[config.mk]
export PLATFORM = sky130hd
export DESIGN_NAME = uart_tx
export DESIGN_NICKNAME = d
export VERILOG_FILES = /design/src/rtl/cnn_pkg.sv /design/src/rtl/uart_tx.sv
export SDC_FILE = /design/constraint.sdc
export NUM_CORES = 1
export LEC_CHECK = 0
export ABC_AREA = 1
export BUFFER_PORTS_ARGS = -buffer_cell sky130_fd_sc_hd__buf_4
export CAP_MARGIN = 20
export CORE_ASPECT_RATIO = 1.4
export CORE_MARGIN = 2
export CORE_UTILIZATION = 45
export DETAILED_ROUTE_END_ITERATION = 10
export GPL_TIMING_DRIVEN = 0
export PLACE_DENSITY = 0.75
export SKIP_LAST_GASP = 1
export SYNTH_ARGS = -nofsm -noshare
export SYNTH_HDL_FRONTEND = slang
export SYNTH_SLANG_ARGS = --single-unit
[constraint.sdc]
create_clock -name clk -period 1.5 [get_ports clk]
set_input_delay 0.225 -clock clk [delete_from_list [all_inputs] [get_ports clk]]
set_output_delay 0.225 -clock clk [all_outputs]
set_load 0.005 [all_outputs]
[src/rtl/cnn_pkg.sv]
// Shared types and constants for the CNN classifier top level.
// The UART transmitter uses the state enum, baud divider and frame length from here.
`timescale 1ns/1ps
package cnn_pkg;

    typedef enum logic {
        IDLE     = 1'b0,
        TRANSMIT = 1'b1
    } uart_tx_state_t;

    localparam int UART_BAUD_DIV   = 434;
    localparam int UART_FRAME_BITS = 10;

    // 8N1 frame as it sits in the shift register: bit 0 leaves the pin first.
    function automatic logic [UART_FRAME_BITS-1:0] uart_frame(input logic [7:0] data);
        return {1'b1, data, 1'b0};
    endfunction

endpackage

[src/rtl/uart_tx.sv]
// 8N1 UART transmitter: one frame per accepted trmt, sticky tx_done when the stop bit ends.
// Handshake: trmt is accepted only in IDLE; tx_done stays high until the next accepted trmt.
`timescale 1ns/1ps
module uart_tx
    import cnn_pkg::*;
#(
    parameter int BAUD_DIV = UART_BAUD_DIV
) (
    input  logic       clk,
    input  logic       rst_n,
    input  logic       trmt,
    input  logic [7:0] tx_data,
    output logic       TX,
    output logic       tx_done
);

    localparam int                  CNT_W     = $clog2(BAUD_DIV);
    localparam logic [CNT_W-1:0]    BAUD_LAST = CNT_W'(BAUD_DIV - 1);
    localparam logic [3:0]          LAST_BIT  = 4'(UART_FRAME_BITS - 1);

    uart_tx_state_t               state_q, state_d;
    logic [UART_FRAME_BITS-1:0]   shift_q, shift_d;
    logic [CNT_W-1:0]             baud_cnt_q, baud_cnt_d;
    logic [3:0]                   bit_cnt_q, bit_cnt_d;
    logic                         tx_done_q, tx_done_d;
    logic                         baud_tick;

    always_comb begin
        state_d    = state_q;
        shift_d    = shift_q;
        baud_cnt_d = baud_cnt_q;
        bit_cnt_d  = bit_cnt_q;
        tx_done_d  = tx_done_q;
        baud_tick  = (state_q == TRANSMIT) && (baud_cnt_q == BAUD_LAST);

        case (state_q)
            IDLE: begin
                if (trmt) begin
                    shift_d    = uart_frame(tx_data);
                    baud_cnt_d = '0;
                    bit_cnt_d  = '0;
                    tx_done_d  = 1'b0;
                    state_d    = TRANSMIT;
                end
            end
            TRANSMIT: begin
                if (baud_tick) begin
                    // The last shift empties the frame, leaving all ones so TX idles high.
                    baud_cnt_d = '0;
                    bit_cnt_d  = bit_cnt_q + 4'd1;
                    shift_d    = {1'b1, shift_q[UART_FRAME_BITS-1:1]};
                    if (bit_cnt_q == LAST_BIT) begin
                        tx_done_d = 1'b1;
                        state_d   = IDLE;
                    end
                end else begin
                    baud_cnt_d = baud_cnt_q + 1'b1;
                end
            end
            default: begin
                state_d = IDLE;
            end
        endcase
    end

    always_ff @(posedge clk or negedge rst_n) begin
        if (!rst_n) begin
            state_q    <= IDLE;
            shift_q    <= '1;
            baud_cnt_q <= '0;
            bit_cnt_q  <= '0;
            tx_done_q  <= 1'b0;
        end else begin
            state_q    <= state_d;
            shift_q    <= shift_d;
            baud_cnt_q <= baud_cnt_d;
            bit_cnt_q  <= bit_cnt_d;
            tx_done_q  <= tx_done_d;
        end
    end

    assign TX      = shift_q[0];
    assign tx_done = tx_done_q;

endmodule
==> metrics.txt, run 1 <==
# TYPE chip_impl_metric gauge
chip_impl_metric{name="vias",unit=""} 1139
chip_impl_metric{name="fillers",unit=""} 270
chip_impl_metric{name="synth_register_bits",unit=""} 24
chip_impl_metric{name="final_cycle_utilization_of_the_critical_path",unit="%"} 91.1
chip_impl_info{name="ys_top_cells_by_count",value="nand2_1 (73), nand3_1 (19), inv_1 (17), dfrtp_1 (15), nor2_1 (13)"} 1
chip_impl_metric{name="grt_pass1_wl",unit="um"} 4690
chip_impl_metric{name="grt_antenna_before_repair",unit=""} 0
chip_impl_metric{name="max_freq",unit="MHz"} 732
chip_impl_metric{name="static-leakage-power",unit="nW"} 0.798
chip_impl_info{name="unrepaired_setup_endpoints_after_global_routing",value="false"} 1
chip_impl_metric{name="worst_skew_pair.late_latency",unit="ps"} 270
chip_impl_metric{name="timing.hold.worst_path_depth",unit=""} 3
chip_impl_metric{name="final_antenna_net_count",unit=""} 0
chip_impl_metric{name="cts_made_buffers",unit=""} 3
chip_impl_metric{name="dieHeight",unit="um"} 68.8
chip_impl_metric{name="drtIter0Drc",unit=""} 20
chip_impl_info{name="hp-class",value="in2reg"} 1
chip_impl_info{name="timing.critical_path.to",value="bit_cnt_q[3]"} 1
chip_impl_metric{name="diodes",unit=""} 0
chip_impl_metric{name="syn2layout_area_growth",unit="%"} 15.9
chip_impl_info{name="crit_chain",value="inv_1 > ha_1 > nand2_2 > nor2_4 > nand2_2 > nand2_4 > nand2_4 > buf_6 > nand2_1 > nand2_1"} 1
chip_impl_metric{name="finalNetCount",unit=""} 214
chip_impl_info{name="critical_path.reg2reg.endpoint",value="bit_cnt_q[3]"} 1
chip_impl_info{name="reg2reg_launch_point",value="baud_cnt_q[1]"} 1
chip_impl_metric{name="portBuffers",unit=""} 12
chip_impl_metric{name="drt-vias-per-instance",unit=""} 4.85
chip_impl_metric{name="worst_voltage_drop_across_the_vdd_grid",unit="V"} 0.000666
chip_impl_metric{name="finalSetupTns",unit="ps"} 0
chip_impl_metric{name="place.gp.congestion",unit=""} 0.841
chip_impl_metric{name="top_level_pins",unit=""} 13
chip_impl_metric{name="critical_path.max_stage_delay",unit="ps"} 400
chip_impl_metric{name="syn_inst",unit=""} 181
chip_impl_metric{name="dp.final_hpwl",unit="um"} 1880
chip_impl_metric{name="starting_density_of_the_core",unit="%"} 47.3
chip_impl_info{name="cts_tree",value="built"} 1
chip_impl_info{name="critical_path_class",value="reg2reg"} 1
chip_impl_metric{name="synthDominantCellAreaShare",unit="%"} 27.8
chip_impl_metric{name="final-max-slew-violation-count",unit=""} 0
chip_impl_metric{name="power.share.sequential",unit="%"} 51.4
chip_impl_metric{name="detail_route.drc_violations",unit=""} 0
chip_impl_metric{name="asyncSetResetFlopFracSynth",unit="%"} 100
chip_impl_info{name="dominantRegCellSynth",value="dfrtp_1"} 1
chip_impl_metric{name="power.density_cell_area",unit="nW/um^2"} 1260
chip_impl_metric{name="synth_nets",unit=""} 196
chip_impl_metric{name="combPwrFrac",unit="%"} 25.9
chip_impl_metric{name="rows",unit=""} 23
chip_impl_metric{name="final_area",unit="um^2"} 1560
chip_impl_info{name="result_of_the_run",value="finished clean"} 1
chip_impl_metric{name="drt-wirelength-per-cell",unit="um"} 11.0
chip_impl_metric{name="timing.reg2reg.worst_path_depth",unit=""} 10
chip_impl_metric{name="grt_max_degree",unit=""} 25
chip_impl_metric{name="routed_wirelength",unit="um"} 2590
chip_impl_info{name="synthMostInstantiatedCell",value="nand2_1"} 1
chip_impl_metric{name="clock_path_buffers",unit=""} 2
chip_impl_info{name="critical_path.endpoint_type",value="flip-flop"} 1
chip_impl_metric{name="postSynthAreaPerCell",unit="um^2"} 7.45
chip_impl_metric{name="timing.critical_path.fanout_max",unit=""} 10
chip_impl_metric{name="yosysUniqueCellTypes",unit=""} 23
chip_impl_metric{name="globalRouteOverflowTotal",unit=""} 0
chip_impl_info{name="slowest_stage",value="dfrtp_1"} 1
chip_impl_metric{name="final-setup-viol-count",unit=""} 0
chip_impl_metric{name="die_x_extent",unit="um"} 50.3
chip_impl_metric{name="cp.arrival",unit="ps"} 1530
chip_impl_metric{name="cp.required",unit="ps"} 1660
chip_impl_metric{name="htreeDepth",unit=""} 1
chip_impl_metric{name="yosysWarnings",unit=""} 0
chip_impl_metric{name="reg2reg_setup_slack",unit="ps"} 130
chip_impl_metric{name="total_switching_power",unit="uW"} 692
chip_impl_metric{name="clk_pin_slew_worst_paths",unit="ps"} 90
chip_impl_info{name="cts_root_buffer",value="clkbuf_8"} 1
chip_impl_metric{name="slew-limit-headroom",unit="%"} 78.9
chip_impl_metric{name="worst_hold_slack",unit="ps"} 199
chip_impl_metric{name="synth_sequential_area_ratio",unit="%"} 45.4
chip_impl_metric{name="vias_in_the_first_global_route",unit=""} 1092
chip_impl_metric{name="worst_pin_slew",unit="ps"} 316
chip_impl_info{name="yosys.area.top_type",value="dfrtp_1"} 1
chip_impl_metric{name="drtPass1Iterations",unit=""} 4
chip_impl_metric{name="clock_power_share",unit="%"} 22.6
chip_impl_info{name="crit_path_start",value="baud_cnt_q[1]"} 1
chip_impl_metric{name="power.internal",unit="mW"} 1.28
chip_impl_metric{name="fin_worst_skew",unit="ps"} 4.24
chip_impl_metric{name="synthesis.area",unit="um^2"} 1350
chip_impl_metric{name="cap_viol_max_count",unit=""} 0
chip_impl_metric{name="grt_use_total",unit="%"} 18.1
chip_impl_metric{name="detailed_place.area",unit="um^2"} 1490
chip_impl_metric{name="report.final.hold_viol_count",unit=""} 0
chip_impl_metric{name="switch_share",unit="%"} 35.2
chip_impl_metric{name="placeableCoreArea",unit="um^2"} 2850
chip_impl_info{name="yosys-top-cells-area",value="dfrtp_1 (28%), nand2_1 (20%), dfstp_2 (18%)"} 1
chip_impl_info{name="cp-start-kind",value="flip-flop"} 1
chip_impl_metric{name="die-area",unit="um^2"} 3460
chip_impl_metric{name="min_period",unit="ps"} 1370
chip_impl_metric{name="synth-edff-count",unit=""} 0
chip_impl_metric{name="clock_sinks",unit=""} 24
chip_impl_metric{name="layout-drive-gt1-share",unit="%"} 20.7
[worst min-delay path by stage]
stage / from / slack (ps) / end
floorplan: rst_n / -70 / baud_cnt_q[0]
global route: tx_data[7] / 220 / shift_q[8]
detailed placement: rst_n / 140 / tx_done
global placement: rst_n / 140 / tx_done
CTS: tx_data[7] / 200 / shift_q[8]
finish: tx_data[7] / 200 / shift_q[8]
[sequential cells by signal (all words and copies together), names as in the netlist]
name        count
baud_cnt_q      9
state_q         1
shift_q         9
bit_cnt_q       4
tx_done         1
[placed cells by master (no fill, tap or decap), drive strengths merged, types with 2 or more instances in the layout]
master   n
o22ai    2
nor2    15
buf     16
clkbuf   5
dfrtp   15
dfstp    9
ha       4
xor2     2
o21ai   10
nand3   19
nand2   77
inv     19
[power by group through the flow]
| stage | Sequential [mW] | Clock (mW) | Combinational, mW |
|---|---|---|---|
| after global placement | 1.02 | 0 | 0.488 |
| final | 1.01 | 0.445 | 0.510 |
| after global routing | 1.03 | 0.486 | 0.597 |
| after floorplan | 0.967 | 0 | 0.397 |
| after CTS | 1.01 | 0.458 | 0.505 |
| after detailed placement | 1.02 | 0 | 0.501 |
[per-layer routing]
metal | track usage (%) | share of wire (%) | up-vias
li1 | - | - | 597
met1 | 19.9 | 45 | 527
met2 | 34.0 | 51 | 10
met3 | 1.94 | 1.7 | 5
met4 | 9.38 | 2.0 | 0
met5 | 0 | 0 | -
[what timing repair did]
| action | 4_1_cts | 5_1_grt |
|---|---|---|
| buffers inserted | 0 | 0 |
| endpoints found under the setup margin | 0 | 12 |
| hold buffers | 1 | 0 |
| endpoints found under the hold margin | 15 | 0 |
| resized for setup | 0 | 4 |
[metrics by stage]
stage	instances	setup WS, ps	total power [mW]	utilization (%)
global placement	230	51.0	1.50	52.1
floorplan	181	217	1.36	-
global route	235	4.67	2.12	54.9
detailed placement	230	24.5	1.52	52.1
CTS	235	9.87	1.97	54.4
finish	235	133	1.97	54.9
[cells by family after synthesis]
logic type / synth area share (%)
AOI/OAI and AO/OA: 5.57
xor gates and xnor gates: 1.95
adders and majority gates: 3.71
buffers and inverters: 8.44
DFF: 45.4
and+or+nand+nor: 35.0
[cell type report]
class / instances / area (um^2) / share of cell area (%)
clock buffers: 4 / 55.1 / 3.52
repair buffers: 13 / 100 / 6.41
multi-input cells: 133 / 636 / 40.7
inverters: 19 / 71.3 / 4.56
plain buffers: 5 / 42.5 / 2.72
well taps: 37 / 46.3 / 2.96
flip-flops and latches: 24 / 612 / 39.2
[critical path: cells and delay by family, from the launching register on]
family	cells	cell delay, ps
and+or+nand+nor	7	500
adders and majority gates	1	160
buffers and inverters	2	220
DFF	1	400
Note: power is estimated with default switching activity, not from simulation.
==> inputs of run 2 (changes only) <==
Settings changed: CORE_MARGIN 2 to 10, PLACE_DENSITY 0.75 to unset.
==> run 2 against run 1 <==
Compared with the run above:
- power grew 0.32%
- sequential share of layout area grew 0.063 points
- die area grew 62%
- hold slack gained 3.2 ps
- clock power is essentially flat
- worst setup slack lost 43 ps
- combinational power grew 1%
- routed wire length grew 13%
- final cell count grew 0.43%
- critical path type unchanged
- critical endpoint is now bit_cnt_q[2]
- highest routed layer unchanged
==> metrics.txt, run 2 (synthesized netlist as in run 1, its figures left out) <==
# TYPE chip_impl_metric gauge
chip_impl_info{name="result_of_the_run",value="finished clean"} 1
chip_impl_metric{name="rows",unit=""} 23
chip_impl_info{name="mostFrequentLayoutCell",value="nand2_1"} 1
chip_impl_metric{name="diodes",unit=""} 0
chip_impl_metric{name="fin_worst_skew",unit="ps"} 8.18
chip_impl_metric{name="drt-wirelength-per-cell",unit="um"} 12.4
chip_impl_metric{name="dp.final_hpwl",unit="um"} 2210
chip_impl_metric{name="drtIter0Drc",unit=""} 108
chip_impl_metric{name="grt_pass1_wl",unit="um"} 5110
chip_impl_metric{name="postLayoutSetupSlackWorst",unit="ps"} 90.1
chip_impl_info{name="unrepaired_setup_endpoints_after_global_routing",value="false"} 1
chip_impl_metric{name="clk_pin_slew_worst_paths",unit="ps"} 90
chip_impl_metric{name="die-area",unit="um^2"} 5620
chip_impl_metric{name="vias",unit=""} 1163
chip_impl_metric{name="cp.required",unit="ps"} 1660
chip_impl_info{name="most-common-layout-cells",value="nand2_1 (73), nand3_1 (19), inv_1 (16), dfrtp_1 (15), buf_4 (14)"} 1
chip_impl_metric{name="top_level_pins",unit=""} 13
chip_impl_info{name="hp-class",value="in2reg"} 1
chip_impl_metric{name="detail_route.drc_violations",unit=""} 0
chip_impl_metric{name="final_antenna_net_count",unit=""} 0
chip_impl_metric{name="grt_use_total",unit="%"} 11.2
chip_impl_metric{name="clock_path_buffers",unit=""} 2
chip_impl_metric{name="portBuffers",unit=""} 12
chip_impl_metric{name="cap_viol_max_count",unit=""} 0
chip_impl_metric{name="fillers",unit=""} 285
chip_impl_metric{name="min_period",unit="ps"} 1410
chip_impl_metric{name="die_x_extent",unit="um"} 66.3
chip_impl_metric{name="worst_pin_slew",unit="ps"} 399
chip_impl_info{name="cts_root_buffer",value="clkbuf_8"} 1
chip_impl_metric{name="max_freq",unit="MHz"} 709
chip_impl_metric{name="drt-vias-per-instance",unit=""} 4.93
chip_impl_metric{name="timing.critical_path.fanout_max",unit=""} 10
chip_impl_metric{name="clock_sinks",unit=""} 24
chip_impl_metric{name="worst_voltage_drop_across_the_vdd_grid",unit="V"} 0.000629
chip_impl_metric{name="grt_antenna_before_repair",unit=""} 0
chip_impl_metric{name="routed_wirelength",unit="um"} 2930
chip_impl_metric{name="final-max-slew-violation-count",unit=""} 0
chip_impl_metric{name="drtPass1Iterations",unit=""} 4
chip_impl_metric{name="globalRouteOverflowTotal",unit=""} 0
chip_impl_metric{name="reg2reg_setup_slack",unit="ps"} 90
chip_impl_metric{name="final-setup-viol-count",unit=""} 0
chip_impl_metric{name="finalSetupTns",unit="ps"} 0
chip_impl_metric{name="final_cycle_utilization_of_the_critical_path",unit="%"} 94.0
chip_impl_info{name="cp-start-kind",value="flip-flop"} 1
chip_impl_metric{name="placeableCoreArea",unit="um^2"} 2880
chip_impl_metric{name="worst_hold_slack",unit="ps"} 203
chip_impl_metric{name="slew-limit-headroom",unit="%"} 73.3
chip_impl_info{name="cts_tree",value="built"} 1
chip_impl_info{name="critical_path.endpoint_type",value="flip-flop"} 1
chip_impl_metric{name="starting_density_of_the_core",unit="%"} 46.9
chip_impl_metric{name="place.gp.congestion",unit=""} 0.750
chip_impl_metric{name="worst_skew_pair.late_latency",unit="ps"} 270
chip_impl_metric{name="detailed_place.area",unit="um^2"} 1490
chip_impl_metric{name="post-layout-total-power",unit="mW"} 1.97
chip_impl_metric{name="grt_max_degree",unit=""} 25
chip_impl_metric{name="dp_slack",unit="ps"} 80.7
chip_impl_metric{name="final_area",unit="um^2"} 1560
chip_impl_metric{name="report.final.hold_viol_count",unit=""} 0
chip_impl_metric{name="htreeDepth",unit=""} 1
chip_impl_metric{name="cts_made_buffers",unit=""} 3
chip_impl_metric{name="cp.arrival",unit="ps"} 1570
chip_impl_info{name="critical_path_class",value="reg2reg"} 1
chip_impl_metric{name="dieHeight",unit="um"} 84.8
chip_impl_metric{name="syn2layout_area_growth",unit="%"} 15.7
chip_impl_metric{name="static-leakage-power",unit="nW"} 0.801
chip_impl_metric{name="finalNetCount",unit=""} 215
chip_impl_metric{name="layout-drive-gt1-share",unit="%"} 20.6
chip_impl_metric{name="vias_in_the_first_global_route",unit=""} 1217
chip_impl_metric{name="power.density_cell_area",unit="nW/um^2"} 1260
chip_impl_info{name="layout_top_registers",value="baud_cnt_q x9, shift_q x9, bit_cnt_q x4"} 1
## run 2: what timing repair did
item                       CTS  global route
resized for setup            0             2
setup endpoints to repair    0             8
hold buffers                 1             0
hold endpoints to repair    15             0
setup buffers                0             1
## run 2: layout make-up
cell class              count  area, um^2  share of cell area, %
well taps                  37        46.3                   2.97
multi-input cells         133         626                   40.1
plain buffers               5        42.5                   2.73
inverters                  19        71.3                   4.57
repair buffers             14         108                   6.90
flip-flops and latches     24         612                   39.2
clock buffers               4        55.1                   3.53
## run 2: final timing paths
check | from | end | depth (start not counted)
setup / recovery | baud_cnt_q[1] | bit_cnt_q[2] | 10
hold / removal | tx_data[7] | shift_q[8] | 3
setup reg to reg | baud_cnt_q[1] | bit_cnt_q[2] | 10
hold reg to reg | shift_q[0] | shift_q[0] | 2
max in group asynchronous | rst_n | shift_q[1] | 2
min in group asynchronous | rst_n | baud_cnt_q[0] | 2
## run 2: through the flow
step / instances / util (%)
CTS: 235 / 53.9
finish: 236 / 54.2
floorplan: 181 / -
global placement: 230 / 51.6
detailed placement: 230 / 51.6
global route: 236 / 54.2
## run 2: critical path, stage by stage, from the launching register on
cell and delay, ps:
dfrtp_1 420, inv_2 70, ha_1 130, nand2_1 70
nor2_1 110, nand2_2 100, nand2_4 100, nand2_4 60
buf_6 140, nand2_1 60, nand2_1 50
## run 2: layer usage
metal / global-route usage (%) / vias up / wire length (um)
met4: 5.93 / 0 / 65
met1: 12.3 / 542 / 1300
li1: - / 598 / -
met3: 2.13 / 6 / 77
met2: 19.2 / 17 / 1490
met5: 0 / - / 0
## run 2: power breakdown
group / internal [mW] / switching, mW
registers: 0.818 / 0.197
logic: 0.221 / 0.295
clock network: 0.234 / 0.209
==> inputs of run 3 (changes only) <==
Settings changed: CELL_PAD_IN_SITES_DETAIL_PLACEMENT set to 0, CELL_PAD_IN_SITES_GLOBAL_PLACEMENT set to 1, CORE_UTILIZATION 45 to 42, PLACE_DENSITY_LB_ADDON set to 0.1.
==> run 3 against run 2 <==
Compared with the run above:
- final cell count up 0.85%
- sequential power is essentially flat
- combinational power hardly changed
- worst setup slack improved by 50 ps
- routed wire length increased by 4.7%
- fmax increased by 3.7%
- utilization is 3.1 points lower
==> metrics.txt, run 3 (synthesized netlist as in run 1, its figures left out) <==
# TYPE chip_impl_metric gauge
chip_impl_metric{name="drt-wirelength-per-cell",unit="um"} 12.9
chip_impl_metric{name="clock_sinks",unit=""} 24
chip_impl_metric{name="grt_pass1_wl",unit="um"} 5220
chip_impl_metric{name="final_area",unit="um^2"} 1580
chip_impl_metric{name="cp.required",unit="ps"} 1660
chip_impl_metric{name="power.share.sequential",unit="%"} 48.3
chip_impl_metric{name="clock_path_buffers",unit=""} 2
chip_impl_metric{name="final_cycle_utilization_of_the_critical_path",unit="%"} 90.7
chip_impl_metric{name="top_level_pins",unit=""} 13
chip_impl_metric{name="cap_viol_max_count",unit=""} 0
chip_impl_metric{name="drt-vias-per-instance",unit=""} 4.82
chip_impl_metric{name="die-area",unit="um^2"} 5910
chip_impl_metric{name="detailed_place.area",unit="um^2"} 1490
chip_impl_metric{name="die_x_extent",unit="um"} 67.9
chip_impl_metric{name="total_switching_power",unit="uW"} 693
chip_impl_metric{name="globalRouteOverflowTotal",unit=""} 0
chip_impl_info{name="mostFrequentLayoutCell",value="nand2_1"} 1
chip_impl_metric{name="finalNetCount",unit=""} 215
chip_impl_metric{name="clk_pin_slew_worst_paths",unit="ps"} 90
chip_impl_metric{name="layout-drive-gt1-share",unit="%"} 20.6
chip_impl_info{name="slowest_stage",value="dfrtp_1"} 1
chip_impl_metric{name="dieHeight",unit="um"} 87.1
chip_impl_metric{name="worst_skew_pair.late_latency",unit="ps"} 260
chip_impl_metric{name="clock_power_share",unit="%"} 26.9
chip_impl_metric{name="cp.arrival",unit="ps"} 1520
chip_impl_metric{name="slew-limit-headroom",unit="%"} 76.4
chip_impl_info{name="holdCritStartpoint",value="tx_data[7]"} 1
chip_impl_metric{name="vias_in_the_first_global_route",unit=""} 1128
chip_impl_metric{name="report.final.hold_viol_count",unit=""} 0
chip_impl_metric{name="diodes",unit=""} 0
chip_impl_metric{name="timing.critical_path.fanout_max",unit=""} 10
chip_impl_metric{name="switch_share",unit="%"} 33.1
chip_impl_info{name="hold_endpoint",value="shift_q[8]"} 1
chip_impl_info{name="critical_path_class",value="reg2reg"} 1
chip_impl_metric{name="max_freq",unit="MHz"} 735
chip_impl_metric{name="drtIter0Drc",unit=""} 59
chip_impl_info{name="cp-start-kind",value="flip-flop"} 1
chip_impl_metric{name="portBuffers",unit=""} 12
chip_impl_metric{name="starting_density_of_the_core",unit="%"} 43.6
chip_impl_metric{name="vias",unit=""} 1147
chip_impl_info{name="crit_chain",value="inv_1 > ha_1 > nand2_1 > nor2_2 > nand2_2 > nand2_4 > nand2_4 > buf_6 > nand2_1 > nand2_1"} 1
chip_impl_metric{name="grt_max_degree",unit=""} 25
chip_impl_metric{name="power.density_cell_area",unit="nW/um^2"} 1320
chip_impl_metric{name="timing.reg2reg.worst_path_depth",unit=""} 10
chip_impl_metric{name="rows",unit=""} 24
chip_impl_metric{name="htreeDepth",unit=""} 1
chip_impl_metric{name="reg2reg_setup_slack",unit="ps"} 140
chip_impl_metric{name="final_antenna_net_count",unit=""} 0
chip_impl_info{name="reg2reg_launch_point",value="baud_cnt_q[1]"} 1
chip_impl_info{name="cts_tree",value="built"} 1
chip_impl_metric{name="worst_voltage_drop_across_the_vdd_grid",unit="V"} 0.000632
chip_impl_metric{name="cts_made_buffers",unit=""} 3
chip_impl_metric{name="dp.final_hpwl",unit="um"} 2250
chip_impl_metric{name="fin_util",unit="%"} 51.1
chip_impl_metric{name="grt_antenna_before_repair",unit=""} 0
chip_impl_metric{name="worst_pin_slew",unit="ps"} 353
chip_impl_metric{name="place.gp.congestion",unit=""} 0.787
chip_impl_metric{name="syn2layout_area_growth",unit="%"} 17.2
chip_impl_info{name="result_of_the_run",value="finished clean"} 1
chip_impl_info{name="layout_top_registers",value="baud_cnt_q x9, shift_q x9, bit_cnt_q x4"} 1
chip_impl_metric{name="finalSetupTns",unit="ps"} 0
chip_impl_metric{name="detail_route.drc_violations",unit=""} 0
chip_impl_metric{name="timing.hold.worst_path_depth",unit=""} 3
chip_impl_metric{name="grt_use_total",unit="%"} 11.1
chip_impl_info{name="most-common-layout-cells",value="nand2_1 (73), nand3_1 (19), inv_1 (17), buf_4 (14), dfrtp_1 (14)"} 1
chip_impl_metric{name="combPwrFrac",unit="%"} 24.8
chip_impl_metric{name="fin_worst_skew",unit="ps"} 4.24
chip_impl_info{name="hp-class",value="in2reg"} 1
chip_impl_metric{name="power.internal",unit="mW"} 1.40
chip_impl_metric{name="min_period",unit="ps"} 1360
chip_impl_info{name="cts_root_buffer",value="clkbuf_8"} 1
chip_impl_metric{name="final-setup-viol-count",unit=""} 0
chip_impl_info{name="critical_path.endpoint_type",value="flip-flop"} 1
chip_impl_metric{name="final-max-slew-violation-count",unit=""} 0
chip_impl_metric{name="critical_path.max_stage_delay",unit="ps"} 400
chip_impl_metric{name="routed_wirelength",unit="um"} 3070
chip_impl_metric{name="placeableCoreArea",unit="um^2"} 3090
chip_impl_metric{name="static-leakage-power",unit="nW"} 0.808
chip_impl_metric{name="drtPass1Iterations",unit=""} 4
chip_impl_info{name="critical-path-top-cell-by-count",value="nand2_1"} 1
chip_impl_info{name="critical_path.reg2reg.endpoint",value="bit_cnt_q[3]"} 1
## run 3: cell count changes in the layout (fill, tap and decap cells not counted)
cell and change:
bufinv_16 +1, clkbuf_8 -1, dfrtp_1 -1, dfrtp_2 +1, inv_1 +1, inv_2 -1
## run 3: layout make-up
cell class	count	area [um^2]
fillers	295	1510
clock inverters	1	30.0
plain buffers	5	42.5
flip-flops and latches	24	613
multi-input cells	133	626
repair buffers	14	108
clock buffers	3	41.3
inverters	19	71.3
well taps	39	48.8
## run 3: worst max path at each step
stage	startpoint	end	slack [ps]	depth (start not counted)
6_report	baud_cnt_q[1]	bit_cnt_q[3]	140	10
5_1_grt	baud_cnt_q[1]	bit_cnt_q[0]	-5	8
4_1_cts	baud_cnt_q[1]	bit_cnt_q[3]	70	10
3_5_place_dp	baud_cnt_q[1]	bit_cnt_q[3]	90	10
3_3_place_gp	baud_cnt_q[0]	bit_cnt_q[3]	110	9
2_1_floorplan	baud_cnt_q[1]	bit_cnt_q[0]	220	10
## run 3: metrics by stage
stage	total power, mW	worst slack, ps	hold WS [ps]	instances
floorplan	1.36	217	-70.6	181
global placement	1.50	108	144	232
detailed placement	1.53	85.3	148	232
CTS	2.11	67.7	195	237
global route	2.25	-4.54	201	238
finish	2.09	140	197	238
## run 3: critical path: cells and delay by family (launching register included)
family / cells / cell delay (ps)
buffers and inverters: 2 / 220
DFF: 1 / 400
adders and majority gates: 1 / 140
and+or+nand+nor: 7 / 490
## run 3: power by group through the flow
| stage | logic, mW | clock network [mW] | registers (mW) |
|---|---|---|---|
| after floorplan | 0.397 | 0 | 0.967 |
| after global placement | 0.494 | 0 | 1.01 |
| after detailed placement | 0.517 | 0 | 1.02 |
| after CTS | 0.522 | 0.582 | 1.01 |
| after global routing | 0.615 | 0.601 | 1.04 |
| final | 0.518 | 0.563 | 1.01 |
## run 3: metal layers
metal | part of all wire, % | vias to the layer above | GRT usage [%]
met1 | 44 | 535 | 13.5
met2 | 53 | 14 | 18.7
met3 | 2.8 | 2 | 2.06
li1 | - | 596 | -
met5 | 0 | - | 0
met4 | 0.68 | 0 | 3.85
## run 3: timing repair
item | CTS | global route
hold buffers | 1 | 0
buffers inserted | 0 | 1
hold endpoints to repair | 15 | 0
endpoints found under the setup margin | 0 | 13
gates resized for setup | 0 | 2
